<file path="src/rtl/mem_port_arbiter.sv">
// Arbitrates one multi-cycle single-port memory between instruction fetch and
// the memory stage, with the stack pointer maintained here for push/pop.
module mem_port_arbiter #(
  parameter int               ADDR_W    = 16,
  parameter int               DATA_W    = 16,
  parameter int               MEM_LAT   = 1,
  parameter logic [ADDR_W-1:0] SP_INIT  = 16'hFFFF,
  parameter int               MAX_BURST = 4
) (
  input  logic              clk,
  input  logic              rst,
  input  logic              if_req,
  input  logic [ADDR_W-1:0] if_addr,
  output logic              if_valid,
  output logic [DATA_W-1:0] if_rdata,
  output logic              if_stall,
  input  logic              dm_req,
  input  logic              dm_we,
  input  logic              dm_push,
  input  logic              dm_pop,
  input  logic [ADDR_W-1:0] dm_addr,
  input  logic [DATA_W-1:0] dm_wdata,
  output logic              dm_valid,
  output logic [DATA_W-1:0] dm_rdata,
  output logic              mem_en,
  output logic              mem_we,
  output logic [ADDR_W-1:0] mem_addr,
  output logic [DATA_W-1:0] mem_wdata,
  input  logic [DATA_W-1:0] mem_rdata,
  output logic [ADDR_W-1:0] sp
);

  localparam int CNT_W   = (MEM_LAT > 1) ? $clog2(MEM_LAT) : 1;
  localparam int BURST_W = $clog2(MAX_BURST + 1);

  typedef enum logic [1:0] {
    IDLE   = 2'd0,
    ACCESS = 2'd1,
    RESP   = 2'd2
  } state_t;

  typedef struct packed {
    logic              is_if;
    logic              we;
    logic [ADDR_W-1:0] addr;
    logic [DATA_W-1:0] wdata;
  } cmd_t;

  state_t             state_q, state_d;
  cmd_t               cmd_q;
  logic [CNT_W-1:0]   lat_cnt;
  logic [BURST_W-1:0] burst_cnt;
  logic               burst_full;
  logic               if_win;
  logic               last_beat;
  logic [ADDR_W-1:0]  sp_inc;

  assign burst_full = (burst_cnt == BURST_W'(MAX_BURST));
  // Fetch only beats a pending data request once the data side has used up its burst.
  assign if_win     = if_req && (!dm_req || burst_full);
  assign last_beat  = (lat_cnt == CNT_W'(MEM_LAT - 1));
  assign sp_inc     = sp + 1'b1;

  // Outputs decode straight from state so an async reset clears them at once.
  assign mem_en    = (state_q == ACCESS);
  assign mem_we    = mem_en && cmd_q.we;
  assign mem_addr  = cmd_q.addr;
  assign mem_wdata = cmd_q.wdata;
  assign if_valid  = (state_q == RESP) &&  cmd_q.is_if;
  assign dm_valid  = (state_q == RESP) && !cmd_q.is_if;
  assign if_stall  = if_req && !if_valid;

  // NOTE: sequential state uses non-blocking assignments so every register samples pre-edge values.
  always_ff @(posedge clk or negedge rst) begin
    if (!rst) state_q <= IDLE;
    else      state_q <= state_d;
  end

  // NOTE: state_d gets a default first so no path through the case leaves it unassigned (no latch).
  always_comb begin
    state_d = state_q;
    unique case (state_q)
      IDLE:    if (if_req || dm_req) state_d = ACCESS;
      ACCESS:  if (last_beat)        state_d = RESP;
      RESP:                          state_d = IDLE;
      default:                       state_d = IDLE;
    endcase
  end

  always_ff @(posedge clk or negedge rst) begin
    if (!rst) begin
      cmd_q    <= '0;
      lat_cnt  <= '0;
      sp       <= SP_INIT;
      if_rdata <= '0;
      dm_rdata <= '0;
    end else begin
      unique case (state_q)
        IDLE: begin
          lat_cnt <= '0;
          if (if_win) begin
            cmd_q <= '{is_if: 1'b1, we: 1'b0, addr: if_addr, wdata: '0};
          end else if (dm_req) begin
            if (dm_push) begin
              cmd_q <= '{is_if: 1'b0, we: 1'b1, addr: sp, wdata: dm_wdata};
              sp    <= sp - 1'b1;
            end else if (dm_pop) begin
              cmd_q <= '{is_if: 1'b0, we: 1'b0, addr: sp_inc, wdata: dm_wdata};
              sp    <= sp_inc;
            end else begin
              cmd_q <= '{is_if: 1'b0, we: dm_we, addr: dm_addr, wdata: dm_wdata};
            end
          end
        end
        ACCESS: begin
          lat_cnt <= lat_cnt + 1'b1;
          if (last_beat) begin
            if (cmd_q.is_if) if_rdata <= mem_rdata;
            else             dm_rdata <= mem_rdata;
          end
        end
        default: ;
      endcase
    end
  end

  // Counts data grants taken while fetch waits; any gap in if_req forgives the history.
  always_ff @(posedge clk or negedge rst) begin
    if (!rst) begin
      burst_cnt <= '0;
    end else if (!if_req) begin
      burst_cnt <= '0;
    end else if (state_q == IDLE) begin
      if (if_win)                      burst_cnt <= '0;
      else if (dm_req && !burst_full)  burst_cnt <= burst_cnt + 1'b1;
    end
  end

endmodule
</file>
<file path="config.mk">
export PLATFORM = sky130hd
export DESIGN_NAME = mem_port_arbiter
export DESIGN_NICKNAME = d
export VERILOG_FILES = /design/src/rtl/mem_port_arbiter.sv
export SDC_FILE = /design/constraint.sdc
export NUM_CORES = 1
export LEC_CHECK = 0
export ABC_AREA = 1
export CAP_MARGIN = 20
export CORE_ASPECT_RATIO = 1.5
export CORE_MARGIN = 5
export CORE_UTILIZATION = 50
export DETAILED_ROUTE_END_ITERATION = 12
export GPL_ROUTABILITY_DRIVEN = 0
export MAX_ROUTING_LAYER = met4
export PLACE_DENSITY = 0.85
export SYNTH_ARGS = -nofsm -noshare
export SYNTH_HDL_FRONTEND = slang
export SYNTH_SLANG_ARGS = --single-unit
</file>
<file path="constraint.sdc">
create_clock -name clk -period 3.3 [get_ports clk]
set_input_delay 0.825 -clock clk [delete_from_list [all_inputs] [get_ports clk]]
set_output_delay 0.825 -clock clk [all_outputs]
set_load 0.05 [all_outputs]
</file>
# Word level (Yosys, flattened, before mapping)

Cells that the tools add are included.

Flip-flop bits (word level): 88
Word-level logic and storage cells: 60
Input port bits: 71
Output and inout port bits: 85

Bitwise logic cells: 3
Equal/unequal tests: 7
Mux-type cells: 14
Add/subtract/negate cells: 4
Reduce and logical (&&, ||, !) cells: 22

Operator list:

| operator                                            | count |
|---|---|
| two-way mux 34 bit                                  | 2 |
| two-way mux 33 bit                                  | 2 |
| two-way mux 16 bit                                  | 2 |
| adder 16 x 1 -> 16 bit (second input constant)      | 1 |
| subtractor 16 x 1 -> 16 bit (second input constant) | 1 |
| two-way mux 3 bit                                   | 4 |
| logical AND 1 bit                                   | 6 |
| AND reduction 2 bit                                 | 3 |
| AND reduction 3 bit                                 | 2 |
| nonzero test 2 bit                                  | 3 |
| logical NOT 1 bit                                   | 4 |
| two-way mux 2 bit                                   | 2 |
| != test 2 bit (second input constant)               | 2 |
| one-hot mux 2 bit (2 select lines)                  | 1 |
| AND reduction 4 bit                                 | 1 |
| adder 3 x 1 -> 3 bit (second input constant)        | 1 |
| == test 3 bit (second input constant)               | 1 |
| != test 3 x 1 -> 1 bit (second input constant)      | 1 |
| NOT 1 bit                                           | 3 |
| == test 2 x 1 -> 1 bit (second input constant)      | 1 |
| == test 2 bit (second input constant)               | 1 |
| logical NOT 2 bit                                   | 1 |
| logical OR 1 bit                                    | 2 |
| != test 2 x 1 -> 1 bit (second input constant)      | 1 |
| other kinds (2)                                     | 2 |

# Longest topological paths before layout

Gate-level depths: netlist of run 1.

Depth in word-level cells: 7
Gate-level depth with buffers: 12
Mapped depth without buffers: 12

# Worst setup path before layout of run 1

No wires, ideal clock.

Kind: register -> output
Start: reg state_q[1]
End: out mem_we
Slack: 0.763 ns
Data arrival time: 1.712 ns
Cell stages (with the launch flop): 4
Path buffers: 0
Data required time: 2.475 ns
Cells stage by stage: dfrtp_1 -> nor2_2 -> inv_2 -> nor2_1

Word-level cells in the longest chain between the ends: 2

Ends and longest elaborated chain:

| what                   | line | RTL |
|---|---|---|
| from (decl)            | 49   | `state_t state_q, state_d;` |
| from (signal assigned) | 76   | `else state_q <= state_d;` |
| == test 2 x 1 -> 1 bit | 65   | `assign mem_en = (state_q == ACCESS);` |
| named net mem_en       | 25   | `output logic mem_en,` |
| logical AND 1 bit      | 66   | `assign mem_we = mem_en && cmd_q.we;` |
| to (decl)              | 26   | `output logic mem_we,` |

The timed path passes the listed nets, and every way through them passes these cells.

# Worst setup path after layout of run 1

Start: reg state_q[0]
End: out mem_we

Word-level cells in the longest chain between the ends: 2

Ends and longest elaborated chain:

| what                   | line |
|---|---|
| == test 2 x 1 -> 1 bit | 65 |
| logical AND 1 bit      | 66 |

No other way between the ends.

==> results.cfg, run 1 <==
[pwr]
finalPower_uw = 7570
clockPowerShare = 0.124
swShare = 0.523
combPwrFrac = 0.593
powerDensity_mw_per_mm2 = 1130
power_frac_seq = 0.283
leakagePower_uw = 0.00311
p_int_uw = 3610
power.switching_uw = 3960
ir_worst_vdd_mv = 0.766

[layout]
final_common_cell = nand2_1
layout.nets = 848
fillCellCount = 799
final_cells = 895
area_growth_pct = 31.4
diodes = 0
drive_above_1_share = 0.114
layout_common_cells = nand2_1, clkdlybuf4s50_1, dfrtp_1

[logic_synthesis]
avgSynthCellArea_um2 = 7.71
syn-instance-count = 662
syn_area_mm2 = 0.00510
ys.flop_type = dfrtp_1
synth_nets = 737
yosysWarningCount = 0
synth_cell_types = 43
synth-edff-count = 0
async_flop_share = 1.00
yosys_register_bits = 88
ys_seq_area_frac = 0.435

[routing]
wl_per_cell_um = 15.9
wl_met3_um = 847
drt_first_pass_iters = 5
drc = 0
num_vias = 4827
top_layer = met4
drtIter0Drc = 459
drt-met1-wl_um = 5550
totalWireLength_um = 14300
ant_nets = 0
via_per_inst = 5.39
wl_met2_um = 7210

[sta]
hold_slack_ps = 422
worst_pin_slew_ps = 1010
setup_viol_count_final = 0
fin_crit_sh = 0.845
hold_violations = 0
fin_skew_ps = 3.74
rsz0062_at_grt = no
fin_setup_tns_ps = 0
fmax_mhz = 359
period_needed_ps = 2790
slew_headroom = 0.325
slew_violations = 0

[setup_path]
critPathLaunchType = register
r2r_cells = 9
path_class = register to primary output
crit_path_end_kind = primary output
reg2reg_to = sp[14]$_DFFE_PN1P_
r2r_start = burst_cnt[0]$_DFFE_PN0P_
startpoint = state_q[0]$_DFFE_PN0P_
ff2ff_setup_slack_ps = 1320
worst-path-max-fanout = 4
cp.required_ps = 2470
crit_arrival_ps = 1960

[floorplanning]
rows = 45
die-area_mm2 = 0.0124
ios = 156
start_util = 0.507
dieHeight_um = 134
die_w_um = 92.5
core-area_mm2 = 0.0101

[clocking]
post_cts_buffers = 0
numClockSinks = 88
path_clk_slew_ps = 60
cts_root_buf = clkbuf_16
cts_tree = yes
clock_latency_ps = 340
cts_hold_buf = 0
htree_num_levels = 3
cts_buffer_depth = 2
cts_made_buffers = 9
ctsResizeCount = 0

[min_path]
hold_path_class = input port to async pin

[placement]
dp_cells = 878
port_buffers = 155
dp_hpwl_um = 10700

[grt]
antenna_found_initial = 0
grt_pass1_wl_um = 23000
gr-usage-all-layers = 0.239
grt_max_degree = 86
grt_pass1_vias = 4744
grt_overflow = 0

[status]
outcome = complete, no violations

[run]
drv_cap = 0
-- power groups by stage --
stage / Sequential, µW / Clock, µW / Combinational (µW)
floorplan: 2970 / 0 / 2510
global placement: 2120 / 0 / 4400
detailed placement: 2140 / 0 / 4480
CTS: 2130 / 954 / 4500
global route: 2210 / 1010 / 4770
finish: 2140 / 938 / 4490
-- sequential cells by signal (all words and copies together), names as in the netlist --
name / flops
dm_rdata: 16
if_rdata: 16
mem_addr: 16
mem_wdata: 16
sp: 16
burst_cnt: 3
cmd_q: 2
state_q: 2
lat_cnt: 1
-- area by class of cell --
type	instances	area [µm²]	share of cell area
clock buffers	10	229	0.0341
clock inverters	6	43.8	0.00653
inverters	71	270	0.0403
multi-input cells	438	2150	0.321
flip-flops and latches	88	2220	0.331
well taps	117	146	0.0218
repair buffers	165	1640	0.245
-- stage by stage --
stage                     setup slack [ps]  area, µm²   util
after global routing                   452       6710  0.665
after floorplan                        763       5100      -
after CTS                              499       6680  0.663
after global placement                 711       6410  0.636
after detailed placement               654       6410  0.636
final                                  512       6710  0.665
-- metal layers --
metal,vias to the layer above,global-route usage
met5,-,-
met4,0,0.131
met3,47,0.0390
met2,216,0.388
met1,2265,0.282
li1,2299,-
-- how the worst max path moves through the flow --
stage	slack (ps)	to	cells after the start
global placement	710	sp[14]$_DFFE_PN1P_	7
floorplan	760	mem_we	3
global route	450	mem_we	5
finish	510	mem_we	5
CTS	500	mem_we	5
detailed placement	650	sp[14]$_DFFE_PN1P_	7
-- cell usage after synthesis (9+ instances only) --
cell,instances,area share
buf_4,38,0.056
dfrtp_1,72,0.35
xor2_1,13,0.022
o21ai_0,42,0.041
dfstp_2,16,0.082
nor2_1,42,0.031
inv_2,9,0.0066
o21ai_1,43,0.042
nand3_1,19,0.019
nand2_1,185,0.14
a21oi_1,19,0.019
inv_1,60,0.044
nor2_2,12,0.015
buf_2,16,0.016
-- cell families (layout without fill, tap and decap cells) --
group | after synthesis | in the layout | share of synthesized area
AO/OA/AOI/OAI | 129 | 129 | 0.139
AND/OR/NAND/NOR | 290 | 290 | 0.247
adder cells (fa/ha/maj) | 4 | 4 | 0.00980
XOR/XNOR | 15 | 15 | 0.0257
buffers and inverters | 136 | 252 | 0.143
flip-flops | 88 | 88 | 0.435
-- worst max-delay path, cell delays in order (launching register included) --
cell and delay, ps:
dfrtp_1 420, inv_1 90, nor2_2 120, inv_2 80
nor2_1 100, clkdlybuf4s50_1 810
(Power assumes the default switching activity.)
==> run 2: changes to the inputs <==
Settings changed: CORE_UTILIZATION 50 to 43, PLACE_DENSITY 0.85 to 0.77.
Clock period 3.3 ns to 2.49 ns, I/O delays scaled along.
==> results.cfg, run 2 (synthesis gave the netlist of run 1 again) <==
[clocking]
cts_tree = yes
cts_root_buf = clkbuf_16
clock_latency_ps = 340
path_clk_slew_ps = 70
cts_made_buffers = 9
cts_buffer_depth = 2
cts_hold_buf = 0
htree_num_levels = 3
numClockSinks = 88

[run]
drv_cap = 0

[layout]
fillCellCount = 1010
layout_common_cells = nand2_1, clkdlybuf4s50_1, dfrtp_1
seqCellArea_mm2 = 0.00222
diodes = 0
multiInputGateArea_mm2 = 0.00215
drive_above_1_share = 0.136
final_util = 0.585
final_cells = 931
final_common_cell = nand2_1
layout.nets = 851
area_growth_pct = 32.9

[placement]
port_buffers = 155
dp_cells = 915
dp_hpwl_um = 10900

[routing]
num_vias = 4733
drt_first_pass_iters = 5
totalWireLength_um = 14400
drc = 0
via_per_inst = 5.08
drtIter0Drc = 387
ant_nets = 0
wl_per_cell_um = 15.5

[setup_path]
crit_path_end_kind = primary output
worst-path-max-fanout = 6
crit_chain = clkdlybuf4s50_1
crit_path_max_incr_delay_ps = 840
path_class = register to primary output
slowest_stage = clkdlybuf4s50_1
critical-path-top-delay-family = buffers and inverters
cp.buffers_inverters = 1
cp.required_ps = 1870
crit_arrival_ps = 1780
critPathLaunchType = register

[sta]
hold_slack_ps = 168
fin_crit_sh = 0.964
period_needed_ps = 2400
rsz0062_at_grt = no
worst_pin_slew_ps = 562
slew_violations = 0
hold_violations = 0
setup_viol_count_final = 0
fin_skew_ps = 6.99
fmax_mhz = 417
fin_setup_tns_ps = 0
slew_headroom = 0.624

[status]
outcome = complete, no violations

[floorplanning]
rows = 48
ios = 156
die_w_um = 99.0
start_util = 0.440
die-area_mm2 = 0.0142
dieHeight_um = 143
core-area_mm2 = 0.0116

[grt]
grt_overflow = 0
gr-usage-all-layers = 0.211
grt_max_degree = 66
grt_pass1_wl_um = 23300
antenna_found_initial = 0
grt_pass1_vias = 4860

[pwr]
powerDensity_mw_per_mm2 = 1500
ir_worst_vdd_mv = 0.853
leakagePower_uw = 0.00319

[min_path]
hold_path_class = input port to async pin
-- run 2: worst paths after layout --
kind | start | endpoint | slack [ps] | cells past startpoint
worst max-delay path | sp[4]$_DFFE_PN1P_ | sp[4] | 90 | 1
worst min-delay path | rst | if_rdata[14]$_DFFE_PN0P_ | 170 | 1
worst max register to register | sp[0]$_DFFE_PN1P_ | mem_addr[10]$_DFFE_PN0P_ | 640 | 9
worst min register to register | mem_addr[13]$_DFFE_PN0P_ | mem_addr[13]$_DFFE_PN0P_ | 480 | 2
max in group asynchronous | rst | sp[14]$_DFFE_PN1P_ | 1630 | 2
min in group clk | mem_addr[13]$_DFFE_PN0P_ | mem_addr[13]$_DFFE_PN0P_ | 480 | 2
-- run 2: layer usage --
layer	up-vias	part of all wire	GRT usage	wire length, µm
met2	201	0.51	0.352	7400
met3	45	0.067	0.0452	962
met1	2184	0.38	0.236	5450
met5	-	0	-	0
met4	0	0.043	0.115	624
li1	2303	-	-	-
-- run 2: per-stage QoR --
step | power [µW] | setup slack [ps] | area, µm²
after floorplan | 7270 | 155 | 5100
after global placement | 8650 | 201 | 6470
after detailed placement | 8760 | 147 | 6470
after CTS | 10200 | 0.505 | 6780
after global routing | 10700 | 45.3 | 6790
final | 10100 | 89.0 | 6790
-- run 2: cell type report --
type / instances / share of cell area
clock buffers: 10 / 0.0352
multi-input cells: 438 / 0.317
well taps: 150 / 0.0277
clock inverters: 6 / 0.0109
inverters: 71 / 0.0398
repair buffers: 168 / 0.242
flip-flops and latches: 88 / 0.327
-- run 2: power breakdown --
group	switching (µW)	internal [µW]
sequential	624	2210
combinational	4050	1860
clock	578	817
-- run 2: timing repair --
item,4_1_cts,5_1_grt
endpoints found under the setup margin,1,2
resized for setup,1,2
pin swaps,0,0
buffers inserted,0,0
==> patch: new RTL, config.mk and constraints of run 2 <==
Set the parameter `MEM_LAT` to 2 (it was 1).
--- a/src/rtl/mem_port_arbiter.sv
+++ b/src/rtl/mem_port_arbiter.sv
@@ -3,7 +3,7 @@
 module mem_port_arbiter #(
   parameter int               ADDR_W    = 16,
   parameter int               DATA_W    = 16,
-  parameter int               MEM_LAT   = 1,
+  parameter int               MEM_LAT   = 2,
   parameter logic [ADDR_W-1:0] SP_INIT  = 16'hFFFF,
   parameter int               MAX_BURST = 4
 ) (
Behaviour: not the same (a bounded check fails within 4 cycles, from zero or initial values and one cycle with rst low).
==> patch against run 2 <==
Core utilization is 0.14 points higher; first-iteration DRC count down 3.6%; maximum frequency fell by 1.1%; cell area shrank 0.79%; routed wire length rose by 2.2%; setup slack got worse by 0.026 ns; sequential cell count stayed put; area after synthesis is 2.1% lower; power decreased by 0.60%; critical endpoint is now mem_en; largest cell class unchanged.
==> patch: results (changes against run 2) <==
| Metric | Value |
|---|---|
| Share of cells above drive strength 1 | `11.7% (-1.8 points)` |
| Comb_multi_in | `431 (-1.6%)` |
| Seq. cell area | `2220 um2 (unchanged)` |
| First-pass GRT wire length | `23,500 um (+0.98%)` |
| Final Skew | `0.0127 ns (+0.00574 ns)` |
| Final Non-Filler Cells | `926 (-0.54%)` |
| Worst Max-Slew Pin Slew | `0.922 ns (+0.360 ns)` |
| FF-to-FF setup slack | `0.41 ns (-0.23 ns)` |
| Layout non-clock buf frac | `24.7% (+0.51 points)` |
| Grt met3 use | `5.98% (+1.5 points)` |
| Dpl hpwl | `11,100 um (+1.5%)` |
| Outcome | `finished clean` |
| CP Max Fanout | `4 (-2)` |
| Avg Vias per Cell | `5.18 (+1.8%)` |
| CP peak stage delay | `0.85 ns` |
| DRT Pass-1 Iters | `5 (unchanged)` |
| Worst vdd ir | `0.891 mV (+4.5%)` |
| Footprint of the multi-input gates | `2100 um2 (-2.4%)` |
| # placed instances | `910 (-0.55%)` |
| Routed wl met3 | `1280 um (+33%)` |
| GRT Total Usage | `21.7% (+0.55 points)` |
| Syn. warnings | `0 (unchanged)` |
| HP Class | `primary input to asynchronous set/reset pin` |
| Largest net degree at the start of global routing | `39 (-41%)` |
| Average wire per standard cell | `15.9 um (+2.8%)` |
| Nonclk buf count | `168 (unchanged)` |
| FF-to-FF End | `mem_addr[8]` |
| Highest Signal Layer | `met4` |
| DR iter-0 viols | `373 (-3.6%)` |
| Most frequent cells after synthesis | `nand2_1, dfrtp_1, inv_1` |
| Lkg Pwr | `3.22 nW (+1.1%)` |
| Ys async rst share | `100% (unchanged)` |
| Met1 Use GR | `24.0% (+0.47 points)` |
| Fillcell total | `998 (-1.2%)` |
| Met2 WL | `7120 um (-3.8%)` |
| M1 WL | `5560 um (+2.1%)` |
| Layout Nets | `846 (-0.59%)` |
| Syn nets | `731 (-0.81%)` |
| Post-synthesis cell type count | `41 (-4.7%)` |
| Max clock buf depth | `2 (unchanged)` |
| Sequential element share of the synthesized area | `44.5% (+0.93 points)` |
| Port Buffers | `155 (unchanged)` |
| Clock-cell share | `4.24% (-0.37 points)` |
| Synth Instances | `656 (-0.91%)` |
| Worst-path clk slew | `roughly 0.06 ns` |
| FF-to-FF Start | `sp[0]` |
| CTS root buffer | `clkbuf_16` |
| Area contributors post-synth | `dfrtp_1, nand2_1, dfstp_2, buf_4, o21ai_0` |
| M2 GR Usage | `35.5% (+0.34 points)` |
| CTS Hold Bufs | `0 (unchanged)` |
| Inverters | `73 (+2.8%)` |
| CTS sink count | `88 (unchanged)` |
| Initial antenna violation count | `0 (unchanged)` |
| Critical path data arrival time | `1.80 ns (+0.02 ns)` |
-- patch: cell count changes after synthesis, moves of 5 or more --
cell	delta
nand3_1	+17
o21ai_0	+6
nor2_2	-7
buf_4	-5
o21ai_1	-19
buf_6	-5
-- patch: critical path: cells and delay by family, from the launching register on --
family,cells,cell delay (ns)
buf+inv,1,0.85
simple gates,1,0.18
flops,1,0.43
-- patch: worst max path at each step --
| stage | startpoint | endpoint | slack [ns] | depth (start not counted) |
|---|---|---|---|---|
| final | state_q[1] | mem_en | 0.06 | 2 |
| after global routing | sp[0] | sp[0] | 0.03 | 1 |
| after CTS | state_q[0] | dm_valid | 0.006 | 4 |
| after detailed placement | dm_pop | mem_addr[2] | 0.21 | 7 |
| after global placement | dm_pop | mem_addr[2] | 0.24 | 7 |
| after floorplan | state_q[1] | mem_we | 0.22 | 3 |
-- patch: timing repair --
| action | in CTS | in global routing |
|---|---|---|
| buffers inserted | 0 | 0 |
| setup endpoints to repair | 0 | 3 |
| gates resized for setup | 0 | 3 |
-- patch: kinds of logic after synthesis --
logic type      Yosys count  share of synthesized area, %
simple gates            295                          25.3
fa+ha+maj                 4                          1.00
xor+xnor                 15                          2.63
compound gates          117                          13.1
flops                    88                          44.5
buf+inv                 137                          13.5
-- patch: stage by stage --
step                setup WS, ns  total power [W]  hold slack [ns]  utilization (%)  area (um2)
global placement           0.235          0.00868            0.466             56.1        6440
global route              0.0252           0.0107            0.248             58.7        6730
detailed placement         0.214          0.00879            0.464             56.1        6440
floorplan                  0.218          0.00715            0.327                -        5000
finish                    0.0634           0.0101            0.220             58.7        6730
CTS                      0.00561           0.0101            0.221             58.6        6730
-- patch: report_power, final --
group,switching (W),internal (W)
combinational,0.00406,0.00189
clock,0.000600,0.000686
sequential,0.000645,0.00221
total,0.00530,0.00479
